### config.mk
export PLATFORM = sky130hd
export DESIGN_NAME = deser20
export DESIGN_NICKNAME = d
export VERILOG_FILES = /design/src/rtl/fbm_pkg.sv /design/src/rtl/best_match_tracker.sv /design/src/rtl/deser20.sv
export SDC_FILE = /design/constraint.sdc
export NUM_CORES = 1
export LEC_CHECK = 0
export ABC_AREA = 1
export BUFFER_PORTS_ARGS = -buffer_cell sky130_fd_sc_hd__buf_2
export CORE_AREA = 2 2 81 83
export CTS_CLUSTER_SIZE = 12
export DETAILED_ROUTE_END_ITERATION = 7
export DIE_AREA = 0 0 83 85
export PLACE_DENSITY = 0.85
export SETUP_SLACK_MARGIN = 0.02
export SLEW_MARGIN = 10
export SYNTH_ARGS = -nofsm -noshare
export SYNTH_HDL_FRONTEND = slang
export SYNTH_SLANG_ARGS = --single-unit
### constraint.sdc
create_clock -name clk -period 2.03 [get_ports clk]
set_input_delay 0.1015 -clock clk [delete_from_list [all_inputs] [get_ports clk]]
set_output_delay 0.1015 -clock clk [all_outputs]
set_load 0.05 [all_outputs]
### src/rtl/fbm_pkg.sv
`default_nettype none
// ============================================================================
//  Module      : fbm_pkg
//  Description : Shared widths, constants and types for the block-matching
//                result link (serial frame = {coordinate[7:0], mad[11:0]}).
//  Revision    : 1.0 - initial release
// ============================================================================
package fbm_pkg;

    localparam int COORD_W = 8;
    localparam int MAD_W   = 12;
    localparam int FRAME_W = COORD_W + MAD_W;
    localparam int BCNT_W  = 5;
    localparam int FCNT_W  = 9;

    localparam logic [MAD_W-1:0] MAD_MAX = 12'hFFF;

    // Deserializer FSM encoding
    localparam logic [0:0] c_ST_IDLE  = 1'b0;
    localparam logic [0:0] c_ST_SHIFT = 1'b1;

    typedef struct packed {
        logic [COORD_W-1:0] coord;
        logic [MAD_W-1:0]   mad;
    } match_t;

    // Split a completed MSB-first frame word into its fields
    function automatic match_t word_to_match(input logic [FRAME_W-1:0] word);
        match_t m;
        m.coord = word[FRAME_W-1:MAD_W];
        m.mad   = word[MAD_W-1:0];
        return m;
    endfunction

endpackage
`default_nettype wire

### src/rtl/best_match_tracker.sv
`default_nettype none
// ============================================================================
//  Module      : best_match_tracker
//  Description : Keeps the minimum-MAD candidate seen since the last clear,
//                counts frames and pulses search_done every N_FRAMES frames.
//  Revision    : 1.0 - initial release
// ============================================================================
module best_match_tracker
    import fbm_pkg::*;
#(
    parameter int N_FRAMES = 256
) (
    input  logic               clk,
    input  logic               rst,
    input  logic               clear,
    input  logic               in_valid,
    input  logic [COORD_W-1:0] in_coord,
    input  logic [MAD_W-1:0]   in_mad,
    output logic [COORD_W-1:0] best_coord,
    output logic [MAD_W-1:0]   best_mad,
    output logic               best_valid,
    output logic               search_done
);

    localparam logic [FCNT_W-1:0] c_N_FRAMES = FCNT_W'(N_FRAMES);

    match_t            r_best;
    logic              r_best_valid;
    logic [FCNT_W-1:0] r_frame_cnt;
    logic              r_search_done;

    match_t            w_base;
    logic              w_base_valid;
    logic [FCNT_W-1:0] w_base_cnt;
    logic [FCNT_W-1:0] w_cnt_inc;
    logic              w_take;

    // State as seen by an incoming frame: a same-cycle clear is applied first
    always_comb begin
        w_base       = r_best;
        w_base_valid = r_best_valid;
        w_base_cnt   = r_frame_cnt;
        if (clear) begin
            w_base.coord = '0;
            w_base.mad   = MAD_MAX;
            w_base_valid = 1'b0;
            w_base_cnt   = '0;
        end
        w_cnt_inc = w_base_cnt + 1'b1;
        // Strict less-than keeps the earlier candidate on a tie
        w_take    = in_valid && (!w_base_valid || (in_mad < w_base.mad));
    end

    // Best-match registers, frame counter and window-complete pulse
    always_ff @(posedge clk) begin
        if (rst) begin
            r_best.coord  <= '0;
            r_best.mad    <= MAD_MAX;
            r_best_valid  <= 1'b0;
            r_frame_cnt   <= '0;
            r_search_done <= 1'b0;
        end else begin
            r_search_done <= 1'b0;
            r_best        <= w_base;
            r_best_valid  <= w_base_valid;
            r_frame_cnt   <= w_base_cnt;
            if (in_valid) begin
                if (w_take) begin
                    r_best.coord <= in_coord;
                    r_best.mad   <= in_mad;
                end
                r_best_valid <= 1'b1;
                if (w_cnt_inc == c_N_FRAMES) begin
                    r_search_done <= 1'b1;
                    r_frame_cnt   <= '0;
                end else begin
                    r_frame_cnt <= w_cnt_inc;
                end
            end
        end
    end

    assign best_coord  = r_best.coord;
    assign best_mad    = r_best.mad;
    assign best_valid  = r_best_valid;
    assign search_done = r_search_done;

endmodule
`default_nettype wire

### src/rtl/deser20.sv
`default_nettype none
// ============================================================================
//  Module      : deser20
//  Description : Receive-side deserializer for the 20-bit block-matching
//                result link. Rebuilds {coordinate, mad} frames from an
//                MSB-first serial stream and tracks the best (minimum MAD)
//                candidate across a search window.
//  Revision    : 1.0 - initial release
// ============================================================================
module deser20
    import fbm_pkg::*;
#(
    parameter int N_FRAMES = 256
) (
    input  logic               clk,
    input  logic               rst,
    input  logic               s_in_port,
    input  logic               frame_start,
    input  logic               clear,
    output logic [COORD_W-1:0] coordinate,
    output logic [MAD_W-1:0]   mad,
    output logic               out_valid,
    output logic               frame_err,
    output logic [COORD_W-1:0] best_coord,
    output logic [MAD_W-1:0]   best_mad,
    output logic               best_valid,
    output logic               search_done
);

    localparam logic [BCNT_W-1:0] c_LAST_BIT = BCNT_W'(FRAME_W - 1);

    logic [0:0]         r_state;
    // Bits captured so far; the final bit is taken straight from the pin on
    // the completing cycle, so the register never needs to hold all 20.
    logic [FRAME_W-2:0] r_sr;
    logic [BCNT_W-1:0]  r_bit_cnt;
    logic [COORD_W-1:0] r_coord;
    logic [MAD_W-1:0]   r_mad;
    logic               r_out_valid;
    logic               r_frame_err;

    logic [FRAME_W-1:0] w_word;
    match_t             w_frame;

    // Word as it stands after this cycle's capture
    assign w_word  = {r_sr, s_in_port};
    assign w_frame = word_to_match(w_word);

    // Deserializer FSM: frame alignment, shifting, and registered frame output
    always_ff @(posedge clk) begin
        if (rst) begin
            r_state     <= c_ST_IDLE;
            r_sr        <= '0;
            r_bit_cnt   <= '0;
            r_coord     <= '0;
            r_mad       <= '0;
            r_out_valid <= 1'b0;
            r_frame_err <= 1'b0;
        end else begin
            r_out_valid <= 1'b0;
            r_frame_err <= 1'b0;
            case (r_state)
                c_ST_IDLE: begin
                    if (frame_start) begin
                        r_sr      <= {{(FRAME_W-2){1'b0}}, s_in_port};
                        r_bit_cnt <= BCNT_W'(1);
                        r_state   <= c_ST_SHIFT;
                    end
                end
                c_ST_SHIFT: begin
                    if (frame_start) begin
                        // Early start: drop the partial frame, this bit is a new MSB
                        r_frame_err <= 1'b1;
                        r_sr        <= {{(FRAME_W-2){1'b0}}, s_in_port};
                        r_bit_cnt   <= BCNT_W'(1);
                    end else if (r_bit_cnt == c_LAST_BIT) begin
                        r_coord     <= w_frame.coord;
                        r_mad       <= w_frame.mad;
                        r_out_valid <= 1'b1;
                        r_sr        <= '0;
                        r_bit_cnt   <= '0;
                        r_state     <= c_ST_IDLE;
                    end else begin
                        r_sr      <= w_word[FRAME_W-2:0];
                        r_bit_cnt <= r_bit_cnt + 1'b1;
                    end
                end
                default: r_state <= c_ST_IDLE;
            endcase
        end
    end

    assign coordinate = r_coord;
    assign mad        = r_mad;
    assign out_valid  = r_out_valid;
    assign frame_err  = r_frame_err;

    best_match_tracker #(
        .N_FRAMES (N_FRAMES)
    ) u_tracker (
        .clk         (clk),
        .rst         (rst),
        .clear       (clear),
        .in_valid    (r_out_valid),
        .in_coord    (r_coord),
        .in_mad      (r_mad),
        .best_coord  (best_coord),
        .best_mad    (best_mad),
        .best_valid  (best_valid),
        .search_done (search_done)
    );

endmodule
`default_nettype wire
* Yosys cells after proc, flatten, opt, wreduce, memory -nomap -nowiden
Cells that the tools add are included.
Word-level totals: register bits 78, output and inout bits 44
Operators by class: add/sub/neg operators 2, order comparisons 1, equality and inequality tests 3, multiplexer cells 22, bitwise operators 3, reduce and logical (&&, ||, !) cells 7
Operators by type and width (number):
- 20-bit 2-to-1 mux | 3
- 19-bit 2-to-1 mux | 3
- 19-bit case mux with 2 select lines | 1
- 9-bit 2-to-1 mux | 3
- 5-bit 2-to-1 mux | 3
- 12-bit less-than comparator | 1
- 5-bit case mux with 2 select lines | 1
- 9-bit by 1-bit adder with 9-bit output, second input constant | 1
- 9-bit equality test, second input constant | 1
- 1-bit 2-to-1 mux | 7
- 5-bit by 1-bit adder with 5-bit output, second input constant | 1
- 5-bit equality test, second input constant | 1
- 2-bit OR reduction | 2
- 1-bit inverter | 3
- 3-bit AND reduction | 1
- 3-bit OR reduction | 1
- 2-bit != test, second input constant | 1
- 1-bit case mux with 2 select lines | 1
- 1-bit logical AND | 1
- 1-bit logical NOT | 1
- 1-bit logical OR | 1

* Depth between registers and ports, before layout
Gate-level depths: netlist (run 1).
depth after elaboration 6, depth in mapped cells 15, depth with buffers taken out 13

* By module
From an unflattened synthesis (run 1), not the netlist that was laid out.
Second synthesis, totals: cells, all modules 476, area total of the unflattened synthesis 3663.5 um^2
Modules (own cells, without submodules):
- deser20 | times used 1, cells each 217, area an instance 1876.8 um^2
- best_match_tracker | times used 1, cells each 259, area an instance 1786.7 um^2

* Worst setup path after synthesis (run 1)
Ideal clock, no wire load.
path kind reg-to-reg, from register u_tracker.r_best (netlist bit u_tracker.best_mad[7]), to register u_tracker.r_best (netlist bit u_tracker.best_mad[10]), setup time 134 ps, data arrival time 1867 ps, data required time 1896 ps, path slack 30 ps, stages on the path, launching flop included 12, buffers on the path 1, cells stage by stage dfxtp_1 > nor2_1 > ha_1 > a21oi_1 > o21ai_0 > a21oi_1 > nand2_1 > nand2_2 > nand2_4 > buf_6 > o21ai_0 > nand3_1
Between the ends: cells in the longest elaborated chain, start to end 6
RTL lines:
- from (decl) | RTL line best_match_tracker.sv:27 | match_t r_best;
- from (signal assigned) | RTL line best_match_tracker.sv:64 | r_best <= w_base;
- 20-bit 2-to-1 mux | RTL line best_match_tracker.sv:43 | if (clear) begin
- 12-bit less-than comparator | RTL line best_match_tracker.sv:51 | w_take = in_valid && (!w_base_valid || (in_mad < w_base.mad));
- 1-bit logical OR | RTL line best_match_tracker.sv:51
- 1-bit logical AND | RTL line best_match_tracker.sv:51
- 20-bit 2-to-1 mux | RTL line best_match_tracker.sv:68 | if (w_take) begin
- 20-bit 2-to-1 mux | RTL line best_match_tracker.sv:67 | if (in_valid) begin
Every way passes these cells. A chain may end at the register's enable or synchronous reset.

* Worst setup path in the final report (run 1)
from register u_tracker.r_frame_cnt[0], to register u_tracker.r_frame_cnt[0]
Between the ends: cells in the longest elaborated chain, start to end 5
RTL lines:
- from (decl) | RTL line best_match_tracker.sv:29 | logic [FCNT_W-1:0] r_frame_cnt;
- from (signal assigned) | RTL line best_match_tracker.sv:66 | r_frame_cnt <= w_base_cnt;
- from (signal assigned) | RTL line best_match_tracker.sv:77 | r_frame_cnt <= w_cnt_inc;
- 9-bit 2-to-1 mux * | RTL line best_match_tracker.sv:43
- 9-bit by 1-bit adder with 9-bit output | RTL line best_match_tracker.sv:49 | w_cnt_inc = w_base_cnt + 1'b1;
- 9-bit equality test | RTL line best_match_tracker.sv:73 | if (w_cnt_inc == c_N_FRAMES) begin
- 9-bit 2-to-1 mux | RTL line best_match_tracker.sv:73
- 9-bit 2-to-1 mux * | RTL line best_match_tracker.sv:67
Mark *: on every way between the ends. The rest lies on a longest branch, timed or not.

==> flow_metrics.env, run 1 <==
export IMPL_status="finished, final reports clean"
export IMPL_powerDensity_nw_per_um2=708
export IMPL_endpoint_kind="register"
export IMPL_final_nets=533
export IMPL_crit_arrival_ps=2140
export IMPL_max_freq_mhz=528
export IMPL_root_buffer="clkbuf_8"
export IMPL_drt_wl_total_um=7720
export IMPL_syn_area_um2=3450
export IMPL_path_class="register to register"
export IMPL_globalRouteTotalUtil_pct=22.4
export IMPL_fin_cells=596
export IMPL_dp_slack_ps=129
export IMPL_power_leakage_nw=1.67
export IMPL_synth_top_area_share_pct=45.3
export IMPL_worstHoldPathType="primary input to register"
export IMPL_die_h_um=85
export IMPL_fp_dieArea_um2=7060
export IMPL_place_gp_congestion=0.871
export IMPL_crit_fanout=4
export IMPL_stdcell_area_um2=3960
export IMPL_cp_data_required_time_ps=2280
export IMPL_core_area_um2=6200
export IMPL_fin_skew_ps=6.06
export IMPL_tightest_slew_ps=458
export IMPL_maxCapViolations=0
export IMPL_fin_util_pct=63.8
export IMPL_post_dp_cell_area_um2=3740
export IMPL_drt_iter0_drc=205
export IMPL_yosysTopAreaCell="dfxtp_1"
export IMPL_synth_compound_area_share_pct=11.7
export IMPL_synth_top_family_by_area="simple AND/OR/NAND/NOR gates"
export IMPL_final_hold_violation_count=0
export IMPL_wl_per_cell_um=12.9
export IMPL_finalWorstSetupSlack_ps=137
export IMPL_rows=29
export IMPL_ys_top_cells_by_area="dfxtp_1 45%, nand2_1 14%, a21oi_1 8.0%"
export IMPL_postRouteAntennaNets=0
export IMPL_total_power_mw=2.80
export IMPL_cts_htree_levels=3
export IMPL_clockBufferDepth=2
export IMPL_clkTransAtPathRegs_ps=80
export IMPL_synthMuxAreaShare_pct=0
export IMPL_ir_drop_uv=437
export IMPL_synth_xor_area_share_pct=1.53
export IMPL_via_per_inst=5.38
export IMPL_clock_latency_ps=350
export IMPL_grt_max_degree=30
export IMPL_fin_crit_sh_pct=93.3
export IMPL_ys_types=31
export IMPL_layout_common_cells="126 x nand2_1, 78 x dfxtp_1, 55 x a21oi_1"
export IMPL_post_route_min_period_ps=1890
export IMPL_antenna_found_initial=0
export IMPL_ys_seq_area_share_pct=45.3
export IMPL_drc=0
export IMPL_io_pins=49
export IMPL_whs_ps=22.4
export IMPL_setup_tns_ps=0
export IMPL_start_util_pct=55.5
export IMPL_grt_pass1_wl_um=13100
export IMPL_drive_above_1_share_pct=17.1
export IMPL_ys_warn_count=0
export IMPL_cts_setup_buffers=0
export IMPL_layout_commonest_cell="nand2_1"
export IMPL_synthSimpleGateAreaFrac_pct=30.2
export IMPL_slew_viol_final=0
export IMPL_num_vias=3204
export IMPL_area_growth_pct=14.8
export IMPL_cts_buffers=9
export IMPL_start_kind="register"
export IMPL_grt_pass1_vias=2866
export IMPL_cts_tree="done"
export IMPL_ys_ff_latch=78
export IMPL_grt_overflow=0
export IMPL_rsz0062_at_grt="false"
export IMPL_syn_avg_cell_area_um2=7.32
export IMPL_synthAdderAreaFrac_pct=4.72
export IMPL_diodes=0
export IMPL_drt_pass1_iter_count=4
export IMPL_numPortBuffers=48
export IMPL_slew_headroom_pct=69.5
export IMPL_numClockSinks=78
export IMPL_dp_cells=580
export IMPL_synth_nets=489
export IMPL_setup_viol=0
export IMPL_syn_inst=471
export IMPL_fp_dieW_um=83
export IMPL_hpwl_um=5150
-- cell type report --
cell class	instances	area (µm²)
sequential	78	1560
clock buffer	10	138
clock inverter	5	58.8
fill	521	2250
inverter	26	97.6
timing repair buffer	60	333
multi-input combinational	340	1670
tap	77	96.3
-- cells by family (layout without fill, tap and decap cells) --
family	Yosys count	after routing
AO/OA/AOI/OAI	78	78
XOR/XNOR	6	6
adder cells (fa/ha/maj)	13	13
buffers and inverters	53	101
flip-flops	78	78
AND/OR/NAND/NOR	243	243
-- what timing repair did --
item	in CTS	in global routing
hold buffers	1	0
setup endpoints to repair	0	4
gates resized for setup	0	3
endpoints found under the hold margin	1	0
-- layer usage --
layer  vias up  routed length (µm)  GRT usage [%]
met5         -                   0              0
met4         0                 223           13.0
met3        21                 383           3.99
met2       102                3630           34.2
met1      1452                3480           30.1
li1       1629                   -              -
-- critical path, stage by stage, from the launching register on --
cell	delay [ps]
dfxtp_1	400
inv_1	70
nor2_2	120
ha_2	220
nand2_1	90
nor2_4	200
xor2_2	190
nand3_1	110
nor2_2	130
nand4_1	130
nand2_1	90
nor2_1	40
-- Yosys cell counts --
cell      instances
a21oi_1          55
nand3_1          54
nand4_1           5
nand2_4           1
o21a_1            1
nor2_4            1
inv_2             1
or2_2             1
xnor2_1           3
a221oi_1          1
ha_1             13
dfxtp_1          78
nor3_1            2
nor3_2            1
nand2_2           2
o21ai_1           3
inv_1            24
buf_4             1
buf_6             2
xor2_1            3
a32o_1            1
clkinv_1          1
a22oi_1           1
nor2_1           44
buf_1             1
clkbuf_1         17
nand2_1         126
buf_2             6
nand3b_1          1
o21ai_0          16
nor2_2            5
-- registers in the layout, indices dropped and copies added, names as in the netlist --
name,flops
r_sr,19
mad,12
u_tracker.best_mad,12
u_tracker.r_frame_cnt,9
coordinate,8
u_tracker.best_coord,8
r_bit_cnt,5
frame_err,1
out_valid,1
r_state,1
u_tracker.best_valid,1
u_tracker.search_done,1
-- path summary, 6_finish.rpt --
check / from / end / slack [ps] / cells after the start
setup / recovery: u_tracker.r_frame_cnt[0]$_SDFF_PP0_ / u_tracker.r_frame_cnt[0]$_SDFF_PP0_ / 140 / 11
hold reg to reg: r_sr[18]$_SDFFE_PP0P_ / r_sr[18]$_SDFFE_PP0P_ / 480 / 2
hold / removal: frame_start / frame_err$_SDFF_PP0_ / 20 / 3
setup reg to reg: u_tracker.r_frame_cnt[0]$_SDFF_PP0_ / u_tracker.r_frame_cnt[0]$_SDFF_PP0_ / 140 / 11
-- where the power goes --
part	total (mW)	leakage [nW]	switching, mW	internal (mW)
Clock	1.16	0.0948	0.568	0.596
Combinational	0.0954	0.949	0.0723	0.0231
Sequential	1.54	0.630	0.00497	1.53
Power figures use the tool's default switching activity.
==> run 2, diff against run 1 <==
--- a/config.mk
+++ b/config.mk
@@ -6,12 +6,13 @@
 export NUM_CORES = 1
 export LEC_CHECK = 0
 export ABC_AREA = 1
-export BUFFER_PORTS_ARGS = -buffer_cell sky130_fd_sc_hd__buf_2
-export CORE_AREA = 2 2 81 83
-export CTS_CLUSTER_SIZE = 12
+export CORE_AREA = 2 2 79 81
+export CTS_BUF_LIST = sky130_fd_sc_hd__clkbuf_2 sky130_fd_sc_hd__clkbuf_4 sky130_fd_sc_hd__clkbuf_8
+export CTS_CLUSTER_SIZE = 24
 export DETAILED_ROUTE_END_ITERATION = 7
-export DIE_AREA = 0 0 83 85
-export PLACE_DENSITY = 0.85
+export DIE_AREA = 0 0 81 83
+export DONT_BUFFER_PORTS = 1
+export PLACE_DENSITY = 0.82
 export SETUP_SLACK_MARGIN = 0.02
 export SLEW_MARGIN = 10
 export SYNTH_ARGS = -nofsm -noshare
==> run 2 against run 1 <==
Compared with the run above: flip-flop and latch count unchanged; largest power group unchanged; power increased by 7.1%; final area increased by 1.3%; sequential share of layout area decreased by 0.49 points; wire length increased by 12%; core utilization increased by 5.1 points; register-to-register slack got worse by 50 ps.
==> flow_metrics.env, run 2 (synthesis gave the netlist of run 1 again) <==
export IMPL_core_area_um2=5820
export IMPL_globalRouteTotalUtil_pct=26.5
export IMPL_clock_latency_ps=360
export IMPL_layout_common_cells="126 x nand2_1, 78 x dfxtp_1, 55 x a21oi_1"
export IMPL_crit_arrival_ps=2170
export IMPL_hpwl_um=5390
export IMPL_stdcell_area_um2=4010
export IMPL_r2r_start="u_tracker.best_mad[7]$_SDFF_PP1_"
export IMPL_crit_start="u_tracker.best_mad[7]$_SDFF_PP1_"
export IMPL_num_vias=3256
export IMPL_area_growth_pct=16.3
export IMPL_regArea_um2=1560
export IMPL_drc=0
export IMPL_drive_above_1_share_pct=13.5
export IMPL_setup_tns_ps=0
export IMPL_rows=28
export IMPL_swShare_pct=21.1
export IMPL_worstHoldPathType="primary input to register"
export IMPL_grt_pass1_wl_um=14100
export IMPL_ir_drop_uv=533
export IMPL_maxCapViolations=0
export IMPL_crit_fanout=12
export IMPL_drt_wl_total_um=8670
export IMPL_diodes=0
export IMPL_setup_viol=0
export IMPL_die_h_um=83
export IMPL_post_route_min_period_ps=1950
export IMPL_power_leakage_nw=1.64
export IMPL_slew_headroom_pct=56.0
export IMPL_p_seq_share_pct=51.4
export IMPL_status="finished, final reports clean"
export IMPL_grt_overflow=0
export IMPL_power_switching_uw=632
export IMPL_root_buffer="clkbuf_8"
export IMPL_fin_skew_ps=10.8
export IMPL_largest_register_ffs=19
export IMPL_io_pins=49
export IMPL_post_dp_cell_area_um2=3690
export IMPL_numClockSinks=78
export IMPL_rsz0062_at_grt="false"
export IMPL_max_freq_mhz=514
export IMPL_cts_htree_levels=3
export IMPL_antenna_found_initial=0
export IMPL_clkPwrFrac_pct=45.5
export IMPL_drt_iter0_drc=498
export IMPL_powerDensity_nw_per_um2=748
export IMPL_final_nets=515
export IMPL_place_gp_congestion=0.887
export IMPL_multiInputGateArea_um2=1680
export IMPL_layout_commonest_cell="nand2_1"
export IMPL_fin_util_pct=68.9
export IMPL_grt_max_degree=56
export IMPL_cts_buffers=9
export IMPL_cts_tree="done"
export IMPL_slew_viol_final=0
export IMPL_fp_dieW_um=81
export IMPL_internal_power_mw=2.37
export IMPL_fin_crit_sh_pct=95.9
export IMPL_largest_register="r_sr"
export IMPL_min_from="s_in_port"
export IMPL_via_per_inst=5.64
export IMPL_clockBufferDepth=2
export IMPL_final_hold_violation_count=0
export IMPL_n_fill_cell=467
export IMPL_endpoint_kind="register"
export IMPL_path_class="register to register"
export IMPL_pwr_share_comb_pct=3.0
export IMPL_wl_per_cell_um=15.0
export IMPL_clkTransAtPathRegs_ps=80
export IMPL_cp_data_required_time_ps=2260
export IMPL_numPortBuffers=0
export IMPL_start_util_pct=59.3
export IMPL_start_kind="register"
export IMPL_tightest_slew_ps=657
export IMPL_fp_dieArea_um2=6720
export IMPL_drt_pass1_iter_count=6
export IMPL_grt_pass1_vias=2974
export IMPL_postRouteAntennaNets=0
## run 2: changes by cell type in the layout (fill, tap and decap cells not counted)
cell and delta:
clkbuf_8 +2, buf_12 +1, clkinvlp_4 -2, nand2_8 +1
inv_6 -1, ha_1 +1, dlygate4sd3_1 +3, nand2_4 -1
ha_2 -1, bufinv_16 +1, buf_4 +26, clkbuf_4 +1
buf_2 -48
## run 2: repair_timing
action,4_1_cts,5_1_grt
gates resized for setup,0,3
setup endpoints to repair,0,18
hold buffers,5,0
setup buffers,0,0
endpoints found under the hold margin,67,0
## run 2: path summary, 6_finish.rpt
kind	end	slack (ps)	cells past startpoint
setup / recovery	u_tracker.best_mad[8]$_SDFF_PP1_	80	10
setup reg to reg	u_tracker.best_mad[8]$_SDFF_PP1_	80	10
hold / removal	mad[0]$_SDFFE_PP0P_	50	2
hold reg to reg	r_sr[18]$_SDFFE_PP0P_	480	2
## run 2: final cells by class
cell class | count | area share [%]
flip-flops and latches | 78 | 39.0
clock inverters | 3 | 1.62
repair buffers | 42 | 8.43
well taps | 75 | 2.34
inverters | 26 | 2.44
multi-input cells | 340 | 41.9
clock buffers | 13 | 4.31
## run 2: power by group through the flow
stage | Clock [mW] | Sequential [mW] | Combinational (mW)
global placement | 0 | 1.58 | 0.0586
detailed placement | 0 | 1.58 | 0.0594
global route | 1.43 | 1.54 | 0.0995
CTS | 1.37 | 1.54 | 0.0901
floorplan | 0 | 1.58 | 0.0637
finish | 1.36 | 1.54 | 0.0913
## run 2: through the flow
| stage | setup slack (ps) | hold slack (ps) | instances | total power, mW |
|---|---|---|---|---|
| 2_1_floorplan | 29.6 | 227 | 471 | 1.64 |
| 3_3_place_gp | 311 | 177 | 556 | 1.64 |
| 3_5_place_dp | 173 | 177 | 556 | 1.64 |
| 4_1_cts | 156 | 16.1 | 577 | 3.00 |
| 5_1_grt | 22.8 | 52.9 | 577 | 3.07 |
| 6_report | 84.0 | 47.2 | 577 | 3.00 |
## run 2: critical path: stages (launching register included)
cell,delay [ps]
dfxtp_1,340
nor2_1,50
ha_1,330
nand4_1,120
nor3_1,260
nand2_1,140
nand2_1,100
nand2_2,100
buf_4,210
nand3_1,80
nand3_1,80
## run 2: layer usage
layer / vias up / part of all wire [%] / global-route usage, %
met4: 0 / 2.4 / 10.8
met3: 23 / 7.9 / 7.39
li1: 1595 / - / -
met5: - / 0 / 0
met2: 143 / 49 / 41.9
met1: 1495 / 41 / 33.7
